$ cat config.mk
export PLATFORM = sky130hd
export DESIGN_NAME = alu_seq_flat
export DESIGN_NICKNAME = d
export VERILOG_FILES = /design/src/rtl/alu_seq_pkg.sv /design/src/rtl/alu_seq_if.sv /design/src/rtl/alu_seq_core.sv /design/src/rtl/alu_seq.sv /design/src/flat_wrapper.sv
export SDC_FILE = /design/constraint.sdc
export NUM_CORES = 1
export LEC_CHECK = 0
export BUFFER_PORTS_ARGS = -buffer_cell sky130_fd_sc_hd__buf_2
export CAP_MARGIN = 5
export CORE_ASPECT_RATIO = 1.25
export CORE_MARGIN = 3
export CORE_UTILIZATION = 55
export CTS_BUF_LIST = sky130_fd_sc_hd__clkbuf_4 sky130_fd_sc_hd__clkbuf_8
export DETAILED_ROUTE_END_ITERATION = 8
export HOLD_SLACK_MARGIN = 0.12
export PLACE_DENSITY_LB_ADDON = 0.12
export RECOVER_POWER = 100
export SYNTH_ARGS = -nofsm -noshare
export SYNTH_HDL_FRONTEND = slang
export SYNTH_SLANG_ARGS = --single-unit
$ cat constraint.sdc
create_clock -name clk -period 3.4 [get_ports clk]
set_clock_uncertainty 0.1 [all_clocks]
set_input_delay 0.68 -clock clk [delete_from_list [all_inputs] [get_ports clk]]
set_output_delay 0.68 -clock clk [all_outputs]
set_load 0.02 [all_outputs]
$ cat src/rtl/alu_seq_pkg.sv
// Shared encodings for the registered ALU: opcode values and FSM state codes.
package alu_seq_pkg;

  localparam logic [2:0] OP_AND = 3'b000;
  localparam logic [2:0] OP_OR  = 3'b001;
  localparam logic [2:0] OP_ADD = 3'b010;
  localparam logic [2:0] OP_SLT = 3'b011;
  localparam logic [2:0] OP_MUL = 3'b100;

  localparam logic [1:0] ST_IDLE = 2'd0;
  localparam logic [1:0] ST_BUSY = 2'd1;
  localparam logic [1:0] ST_DONE = 2'd2;

endpackage

$ cat src/rtl/alu_seq_if.sv
// Command/result handshake bundle between the decode stage and the ALU.
interface alu_seq_if #(
  parameter int unsigned WIDTH = 8
);
  logic             in_valid;
  logic             in_ready;
  logic [WIDTH-1:0] src1;
  logic [WIDTH-1:0] src2;
  logic             ainvert;
  logic             binvert;
  logic [2:0]       op;
  logic             out_valid;
  logic             out_ready;
  logic [WIDTH-1:0] result;
  logic             zero;
  logic             overflow;
  logic             carry;

  modport master (
    output in_valid, src1, src2, ainvert, binvert, op, out_ready,
    input  in_ready, out_valid, result, zero, overflow, carry
  );

  modport slave (
    input  in_valid, src1, src2, ainvert, binvert, op, out_ready,
    output in_ready, out_valid, result, zero, overflow, carry
  );
endinterface

$ cat src/rtl/alu_seq_core.sv
// Combinational single-cycle datapath: AND/OR/ADD/SLT on pre-inverted operands.
module alu_seq_core
  import alu_seq_pkg::*;
#(
  parameter int unsigned WIDTH = 8
) (
  input  logic [WIDTH-1:0] a_i,
  input  logic [WIDTH-1:0] b_i,
  input  logic             cin_i,
  input  logic [2:0]       op_i,
  output logic [WIDTH-1:0] result_c_o,
  output logic             carry_c_o,
  output logic             ovf_c_o
);

  logic [WIDTH:0] sum;
  logic           add_ovf;

  assign sum     = {1'b0, a_i} + {1'b0, b_i} + {{WIDTH{1'b0}}, cin_i};
  assign add_ovf = (a_i[WIDTH-1] == b_i[WIDTH-1]) && (sum[WIDTH-1] != a_i[WIDTH-1]);

  always_comb begin
    result_c_o = '0;
    carry_c_o  = 1'b0;
    ovf_c_o    = 1'b0;
    case (op_i)
      OP_AND: result_c_o = a_i & b_i;
      OP_OR:  result_c_o = a_i | b_i;
      OP_ADD: begin
        result_c_o = sum[WIDTH-1:0];
        carry_c_o  = sum[WIDTH];
        ovf_c_o    = add_ovf;
      end
      OP_SLT: begin
        // True sign of a'-b' even when the subtraction overflows.
        result_c_o = {{(WIDTH-1){1'b0}}, sum[WIDTH-1] ^ add_ovf};
        carry_c_o  = sum[WIDTH];
      end
      default: ;
    endcase
  end

endmodule

$ cat src/rtl/alu_seq.sv
// Registered ALU with valid/ready handshakes and flags.
// Define ALU_SEQ_MUL_EN to add the multi-cycle shift-add unsigned multiply (op=100).
module alu_seq
  import alu_seq_pkg::*;
#(
  parameter int unsigned WIDTH = 8
) (
  input logic     clk,
  input logic     rst,
  alu_seq_if.slave bus
);

  logic [1:0]       state_q, state_d;
  logic [WIDTH-1:0] result_q, result_d;
  logic             zero_q, zero_d;
  logic             ovf_q, ovf_d;
  logic             carry_q, carry_d;

  logic [WIDTH-1:0] a_op, b_op, core_res;
  logic             core_carry, core_ovf;
  logic             accept;

  assign a_op = bus.ainvert ? ~bus.src1 : bus.src1;
  assign b_op = bus.binvert ? ~bus.src2 : bus.src2;

  alu_seq_core #(
    .WIDTH(WIDTH)
  ) u_core (
    .a_i       (a_op),
    .b_i       (b_op),
    .cin_i     (bus.binvert),
    .op_i      (bus.op),
    .result_c_o(core_res),
    .carry_c_o (core_carry),
    .ovf_c_o   (core_ovf)
  );

`ifdef ALU_SEQ_MUL_EN
  localparam int unsigned CntW = $clog2(WIDTH) + 1;
  localparam logic [CntW-1:0] CntLast = CntW'(WIDTH);

  logic [2*WIDTH-1:0] mcand_q, mcand_d;
  logic [2*WIDTH-1:0] acc_q, acc_d;
  logic [WIDTH-1:0]   mplier_q, mplier_d;
  logic [CntW-1:0]    cnt_q, cnt_d;

  assign bus.in_ready = (state_q == ST_IDLE) || ((state_q == ST_DONE) && bus.out_ready);
`else
  assign bus.in_ready = (state_q == ST_IDLE) || bus.out_ready;
`endif

  assign accept = bus.in_valid && bus.in_ready;

  always_comb begin
    state_d  = state_q;
    result_d = result_q;
    zero_d   = zero_q;
    ovf_d    = ovf_q;
    carry_d  = carry_q;
`ifdef ALU_SEQ_MUL_EN
    mcand_d  = mcand_q;
    acc_d    = acc_q;
    mplier_d = mplier_q;
    cnt_d    = cnt_q;
`endif
    if (accept) begin
`ifdef ALU_SEQ_MUL_EN
      if (bus.op == OP_MUL) begin
        state_d  = ST_BUSY;
        mcand_d  = {{WIDTH{1'b0}}, bus.src1};
        mplier_d = bus.src2;
        acc_d    = '0;
        cnt_d    = '0;
      end else
`endif
      begin
        state_d  = ST_DONE;
        result_d = core_res;
        zero_d   = ~|core_res;
        ovf_d    = core_ovf;
        carry_d  = core_carry;
      end
    end else if ((state_q == ST_DONE) && bus.out_ready) begin
      state_d = ST_IDLE;
    end
`ifdef ALU_SEQ_MUL_EN
    else if (state_q == ST_BUSY) begin
      // WIDTH shift-add steps, then one cycle to publish the product.
      if (cnt_q == CntLast) begin
        state_d  = ST_DONE;
        result_d = acc_q[WIDTH-1:0];
        zero_d   = ~|acc_q[WIDTH-1:0];
        ovf_d    = |acc_q[2*WIDTH-1:WIDTH];
        carry_d  = 1'b0;
      end else begin
        if (mplier_q[0]) acc_d = acc_q + mcand_q;
        mcand_d  = mcand_q << 1;
        mplier_d = mplier_q >> 1;
        cnt_d    = cnt_q + 1'b1;
      end
    end
`endif
  end

  always_ff @(posedge clk) begin
    if (rst) begin
      state_q  <= ST_IDLE;
      result_q <= '0;
      zero_q   <= 1'b1;
      ovf_q    <= 1'b0;
      carry_q  <= 1'b0;
`ifdef ALU_SEQ_MUL_EN
      mcand_q  <= '0;
      acc_q    <= '0;
      mplier_q <= '0;
      cnt_q    <= '0;
`endif
    end else begin
      state_q  <= state_d;
      result_q <= result_d;
      zero_q   <= zero_d;
      ovf_q    <= ovf_d;
      carry_q  <= carry_d;
`ifdef ALU_SEQ_MUL_EN
      mcand_q  <= mcand_d;
      acc_q    <= acc_d;
      mplier_q <= mplier_d;
      cnt_q    <= cnt_d;
`endif
    end
  end

  assign bus.out_valid = (state_q == ST_DONE);
  assign bus.result    = result_q;
  assign bus.zero      = zero_q;
  assign bus.overflow  = ovf_q;
  assign bus.carry     = carry_q;

endmodule

$ cat src/flat_wrapper.sv
// flat-port wrapper written by rule: the top's interface ports become plain ports
module alu_seq_flat import alu_seq_pkg::*;
#(
  parameter int unsigned WIDTH = 8
)
  (clk, rst, bus_in_valid, bus_src1, bus_src2, bus_ainvert, bus_binvert, bus_op, bus_out_ready, bus_in_ready, bus_out_valid, bus_result, bus_zero, bus_overflow, bus_carry);
  alu_seq_if #(.WIDTH(WIDTH)) bus_i ();
  input logic clk;
  input logic rst;
  input wire logic [$bits(bus_i.in_valid)-1:0] bus_in_valid;
  input wire logic [$bits(bus_i.src1)-1:0] bus_src1;
  input wire logic [$bits(bus_i.src2)-1:0] bus_src2;
  input wire logic [$bits(bus_i.ainvert)-1:0] bus_ainvert;
  input wire logic [$bits(bus_i.binvert)-1:0] bus_binvert;
  input wire logic [$bits(bus_i.op)-1:0] bus_op;
  input wire logic [$bits(bus_i.out_ready)-1:0] bus_out_ready;
  output wire logic [$bits(bus_i.in_ready)-1:0] bus_in_ready;
  output wire logic [$bits(bus_i.out_valid)-1:0] bus_out_valid;
  output wire logic [$bits(bus_i.result)-1:0] bus_result;
  output wire logic [$bits(bus_i.zero)-1:0] bus_zero;
  output wire logic [$bits(bus_i.overflow)-1:0] bus_overflow;
  output wire logic [$bits(bus_i.carry)-1:0] bus_carry;
  assign bus_i.in_valid = bus_in_valid;
  assign bus_i.src1 = bus_src1;
  assign bus_i.src2 = bus_src2;
  assign bus_i.ainvert = bus_ainvert;
  assign bus_i.binvert = bus_binvert;
  assign bus_i.op = bus_op;
  assign bus_i.out_ready = bus_out_ready;
  assign bus_in_ready = bus_i.in_ready;
  assign bus_out_valid = bus_i.out_valid;
  assign bus_result = bus_i.result;
  assign bus_zero = bus_i.zero;
  assign bus_overflow = bus_i.overflow;
  assign bus_carry = bus_i.carry;
  alu_seq #(.WIDTH(WIDTH)) u_core (.clk(clk), .rst(rst), .bus(bus_i));
endmodule
Word-level counts from Yosys, hierarchy flattened
Index checks and enable logic that the tools add are counted.
{ "classes": {"muxes": 7, "reduce_logical": 10, "bitwise_logic": 5, "add_sub_neg": 2, "eq_ne": 5} }
{ "ops": {"columns": ["op", "n"], "rows": [
  ["8-bit case mux with 4 select lines", 1],
  ["8-bit 2-to-1 mux", 2],
  ["8-bit inverter", 2],
  ["8-bit by 8-bit adder with 9-bit output", 1],
  ["9-bit by 1-bit adder with 9-bit output", 1],
  ["8-bit AND", 1],
  ["8-bit OR", 1],
  ["8-bit OR reduction", 1],
  ["3-bit by 2-bit == test with 1-bit output (second input constant)", 2],
  ["2-bit 2-to-1 mux", 2],
  ["3-bit by 1-bit == test with 1-bit output (second input constant)", 1],
  ["1-bit logical AND", 3],
  ["3-bit zero test", 1],
  ["2-bit zero test", 1],
  ["1-bit 2-to-1 mux", 2],
  ["2-bit nonzero test", 1],
  ["2-bit OR reduction", 1],
  ["1-bit == test", 1],
  ["1-bit zero test", 1],
  ["1-bit logical OR", 1],
  ["1-bit != test", 1],
  ["1-bit XOR", 1]
]} }
{ "word_totals": {"regBits": 12, "out_inout_bits": 13, "in_bits": 25, "word_cells": 34} }

Longest topological paths before layout
{ "logic_depth": {"depth_word": 10, "mapped_depth": 10, "mapped_depth_nobuf": 9} }

Cells and area by module
A second synthesis with hierarchy kept.
{ "hier_totals": {"cells_unflattened": 175, "hier_area_um2": 1363.8} }
{ "by_module_without_submodules": {"columns": ["module", "cells_per_inst", "instances", "seq_area_each_um2", "area_each_um2"], "rows": [
  ["alu_seq_core", 101, 1, 0.0, 723.2],
  ["alu_seq", 74, 1, 240.2, 640.6]
]} }

Worst setup path before layout
No wires, ideal clock.
{ "synth_path": {"kind": "in2reg", "start": "input port bus_binvert", "end": "register u_core.zero_q (netlist: u_core.bus.zero)", "arrival_time_ns": 2.644, "cell_stages": 9, "path_buffers": 1, "setup_ns": 0.116, "setup_slack_ns": 0.539, "t_required_ns": 3.184, "path_cell_list": "buf_2 > xor2_1 > ha_1 > and3b_1 > a311o_2 > a31oi_4 > xnor2_1 > a21oi_2 > a41o_1"} }
{ "synth_between": {"elab_chain_cells": 9, "word_cells_on_any_way": 12, "cone_classes": "2 x add/sub; 2 x eq/ne; 2 x mux; 3 x bitwise; 3 x reduce/logical"} }
{ "synth_rtl": {"columns": ["item", "line_no", "rtl"], "rows": [
  ["start, declared", "flat_wrapper.sv:14", "input wire logic [$bits(bus_i.binvert)-1:0] bus_binvert;"],
  ["8-bit 2-to-1 mux", "alu_seq.sv:24", "assign b_op = bus.binvert ? ~bus.src2 : bus.src2;"],
  ["8-bit by 8-bit adder with 9-bit output", "alu_seq_core.sv:19", "assign sum = {1'b0, a_i} + {1'b0, b_i} + {{WIDTH{1'b0}}, cin_i};"],
  ["9-bit by 1-bit adder with 9-bit output", "alu_seq_core.sv:19", null],
  ["1-bit != test", "alu_seq_core.sv:20", "assign add_ovf = (a_i[WIDTH-1] == b_i[WIDTH-1]) && (sum[WIDTH-1] != a_i[WIDTH-1]);"],
  ["1-bit logical AND", "alu_seq_core.sv:20", null],
  ["1-bit XOR", "alu_seq_core.sv:36", "result_c_o = {{(WIDTH-1){1'b0}}, sum[WIDTH-1] ^ add_ovf};"],
  ["8-bit case mux with 4 select lines *", "alu_seq_core.sv:26", "case (op_i)"],
  ["8-bit OR reduction *", "alu_seq.sv:79", "zero_d = ~|core_res;"],
  ["1-bit zero test *", "alu_seq.sv:79", null],
  ["end signal, assigned", "alu_seq.sv:121", "zero_q <= zero_d;"],
  ["end, declared", "alu_seq.sv:15", "logic zero_q, zero_d;"]
]} }
Mark *: on every way between the ends. The rest lies on a longest branch, timed or not.
A chain may end at the register's enable or synchronous reset.

Worst setup path in the final report
Ends and elaborated chain as after synthesis.

==> flow_summary.toml <==
[yosys]
ys_async_sr_fraction_pct = 0
synth_fp_nets = 236
ys_ff_latch = 12
synthAdderAreaFrac_pct = 15.4
synth_top_family_by_area = "compound AO/OA/AOI/OAI gates"
ys.warnings.count = 0
synth_compound_area_share_pct = 25.1
synth.most_common_cell = "nor2_1"
synth_area_um2 = 1430
yosysTopAreaCellShare_pct = 16.8
synthSimpleGateAreaFrac_pct = 18.8
synth_xor_area_share_pct = 13.5
postSynthCellCount = 194
synthMuxAreaShare_pct = 1.40
ys_top_cells_by_area = "dfxtp_1 (17%), ha_1 (14%), xor2_1 (7.9%)"
synth_edf_count = 0
synth_top_area_cell = "dfxtp_1"
synth-main-ff-cell = "dfxtp_1"
synth.yosys.seq_area_share_pct = 16.8
synthTopCellsByCount = "nor2_1 (28), a21oi_1 (19), inv_1 (18), ha_1 (16), xor2_1 (13)"
yosysUniqueCellTypes = 42
synth.avg_cell_area_um2 = 7.39

[worst_setup_path]
path_class = "in -> reg"
slowest_delay_ns = 0.39
critPathTopFamily = "compound AO/OA/AOI/OAI gates"
endpoint_kind = "flop"
worstPathMaxFanout = 11
crit_path_start_kind = "input pin"
required_ns = 3.47
rr_worst_depth = 5
crit_slowest_cell = "a31oi_1"
path_cells = "buf_2 -> xor2_1 -> ha_1 -> and3b_1 -> a311o_2 -> a31oi_1 -> xnor2_1 -> a21oi_2 -> a41o_1"
crit_buf_inv = 1
worst-path-stages = 9
arrival_ns = 2.99

[clock_tree]
clock-root-buffer = "clkbuf_4"
clk_pin_slew_ns = 0.07
cts_tree = "built"
hold_buffers = 0
post_cts_buffers = 0
clockBufferDepth = 2
htreeDepth = 1
numClockSinks = 12
clk_latency_ns = 0.27
cts_made_buffers = 3
cts_resized = 0

[sta]
setup_violations = 0
hold_violations = 0
max_freq_mhz = 343
setup_tns_ns = 0
fin_ws_ns = 0.480
max-slew-margin-rel_pct = 71.9
rsz0062_at_grt = "false"
fin_crit_ns = 2.92
tightest_slew_ns = 0.420
finalMaxSlewViolations = 0
fin_crit_sh_pct = 85.9

[pwr]
switchingPower_w = 0.000219
powerDensity_nw_per_um2 = 344
power.share.clock_pct = 20.5
irDropWorstVdd_v = 0.000210
cellLeakagePower_nw = 0.733
p_comb_share_pct = 51.4
seqPwrFrac_pct = 28.0
sw_frac_of_total_pct = 40.0
intPower_w = 0.000328

[drt]
first_iter_violations = 16
finalWirelength_um = 3040
vias_per_cell = 5.43
first_pass_iters = 4
postRouteAntennaNets = 0
post_drt_wl_per_cell_um = 11.9
drcViolationCount = 0
vias = 1391

[die]
die_y_um = 63.1
start_util_pct = 58.5
core_area_um2 = 2450
die_w_um = 51.7
boundaryPins = 38
dieArea_um2 = 3260
fp-row-count = 20

[min_path]
hold_path_class = "reg -> reg"
hold_depth = 2

[placed_design]
port_buffers = 37
place_congestion = 0.880
place_ws_ns = 0.330
dp_hpwl_um = 2560

[grt]
grt_max_degree = 18
grt_pass1_wl_um = 5110
grt_pass1_vias = 1261
grt-ovfl-total = 0
grt_usage_pct = 19.5
antenna_found_initial = 0

[outcome]
status = "finished clean"

[final_layout]
n_antenna_cell = 0
drive_gt1_share_pct = 14.3
area_delta_synth_final_pct = 10.7
nFillCells = 280
final_nets = 266

[run]
cap_violations = 0
## state kept, by name (all words and copies together) (netlist names)
register and count:
u_core.bus.carry 1, u_core.bus.overflow 1, u_core.bus.result 8, u_core.bus.zero 1, u_core.state_q 1
## logic make-up after synthesis
kind of cell | after synthesis
fa+ha+maj | 17
simple gates | 58
xor+xnor | 20
buf+inv | 31
compound gates | 54
flops | 12
mux | 2
## power by group through the flow
stage                     Combinational, W  Sequential [W]  Clock [W]
after floorplan                   0.000221        0.000167          0
after global placement            0.000288        0.000156          0
final                             0.000281        0.000153   0.000112
after CTS                         0.000295        0.000153   0.000115
after global routing              0.000318        0.000154   0.000118
after detailed placement          0.000294        0.000156          0
## tightest hold or removal path, delay by kind of cell, from the launching register on
| kind | cells | cell delay, ns |
|---|---|---|
| AO/OA/AOI/OAI | 1 | 0.05 |
| flip-flops | 1 | 0.31 |
| AND/OR/NAND/NOR | 1 | 0.05 |
## layer usage
| metal | share of wire (%) | GRT usage, % | vias up |
|---|---|---|---|
| met5 | 0 | 0 | - |
| met4 | 3.1 | 10.2 | 0 |
| met3 | 5.6 | 0.946 | 9 |
| met2 | 50 | 35.2 | 42 |
| met1 | 41 | 22.4 | 616 |
| li1 | - | - | 724 |
## per-stage QoR
step | std cells | util, % | total power [W] | hold slack, ns | cell area (um^2)
after floorplan | 194 | - | 0.000388 | 0.435 | 1430
after global placement | 252 | 65.3 | 0.000444 | 0.343 | 1600
after detailed placement | 252 | 65.3 | 0.000450 | 0.347 | 1600
after CTS | 256 | 66.8 | 0.000562 | 0.357 | 1640
after global routing | 256 | 64.7 | 0.000589 | 0.401 | 1590
final | 256 | 64.7 | 0.000547 | 0.362 | 1590
## final timing paths
check | from | endpoint | slack (ns)
max | bus_binvert | u_core.bus.zero$_SDFFE_PP1P_ | 0.48
min | u_core.bus.result[5]$_SDFFE_PP0P_ | u_core.bus.result[5]$_SDFFE_PP0P_ | 0.36
max reg2reg | u_core.state_q[1]$_SDFFE_PP0P_ | u_core.bus.zero$_SDFFE_PP1P_ | 2.03
min reg2reg | u_core.bus.result[5]$_SDFFE_PP0P_ | u_core.bus.result[5]$_SDFFE_PP0P_ | 0.36
## final cells by class
class	instances	area (um^2)	area share, %
Clock buffer	4	36.3	2.29
Inverter	19	71.3	4.49
Multi-Input combinational cell	151	1030	64.9
Sequential cell	12	240	15.1
Tap cell	33	41.3	2.60
Timing Repair Buffer	37	169	10.6
## placed cells by master (no fill, tap or decap), drive strengths merged
cell | netlist | routed
nor2 | 28 | 28
buf | 4 | 24
a21oi | 20 | 20
inv | 19 | 19
clkbuf | 8 | 17
ha | 16 | 16
xor2 | 13 | 13
dfxtp | 12 | 12
a211oi | 9 | 9
o21ai | 8 | 8
xnor2 | 7 | 7
nand2 | 6 | 6
nor3 | 6 | 6
nand3 | 6 | 6
nand2b | 4 | 4
o31ai | 3 | 3
o21bai | 2 | 2
a41oi | 2 | 2
mux2i | 2 | 2
a31oi | 2 | 2
nor2b | 2 | 2
o21a | 1 | 1
and3b | 1 | 1
and3 | 1 | 1
or2 | 1 | 1
a211o | 1 | 1
and2 | 1 | 1
a311o | 1 | 1
o211ai | 1 | 1
a22oi | 1 | 1
nand4b | 1 | 1
nand3b | 1 | 1
o22ai | 1 | 1
a21o | 1 | 1
a41o | 1 | 1
fa | 1 | 1
Note: power is estimated with default switching activity, not from simulation.
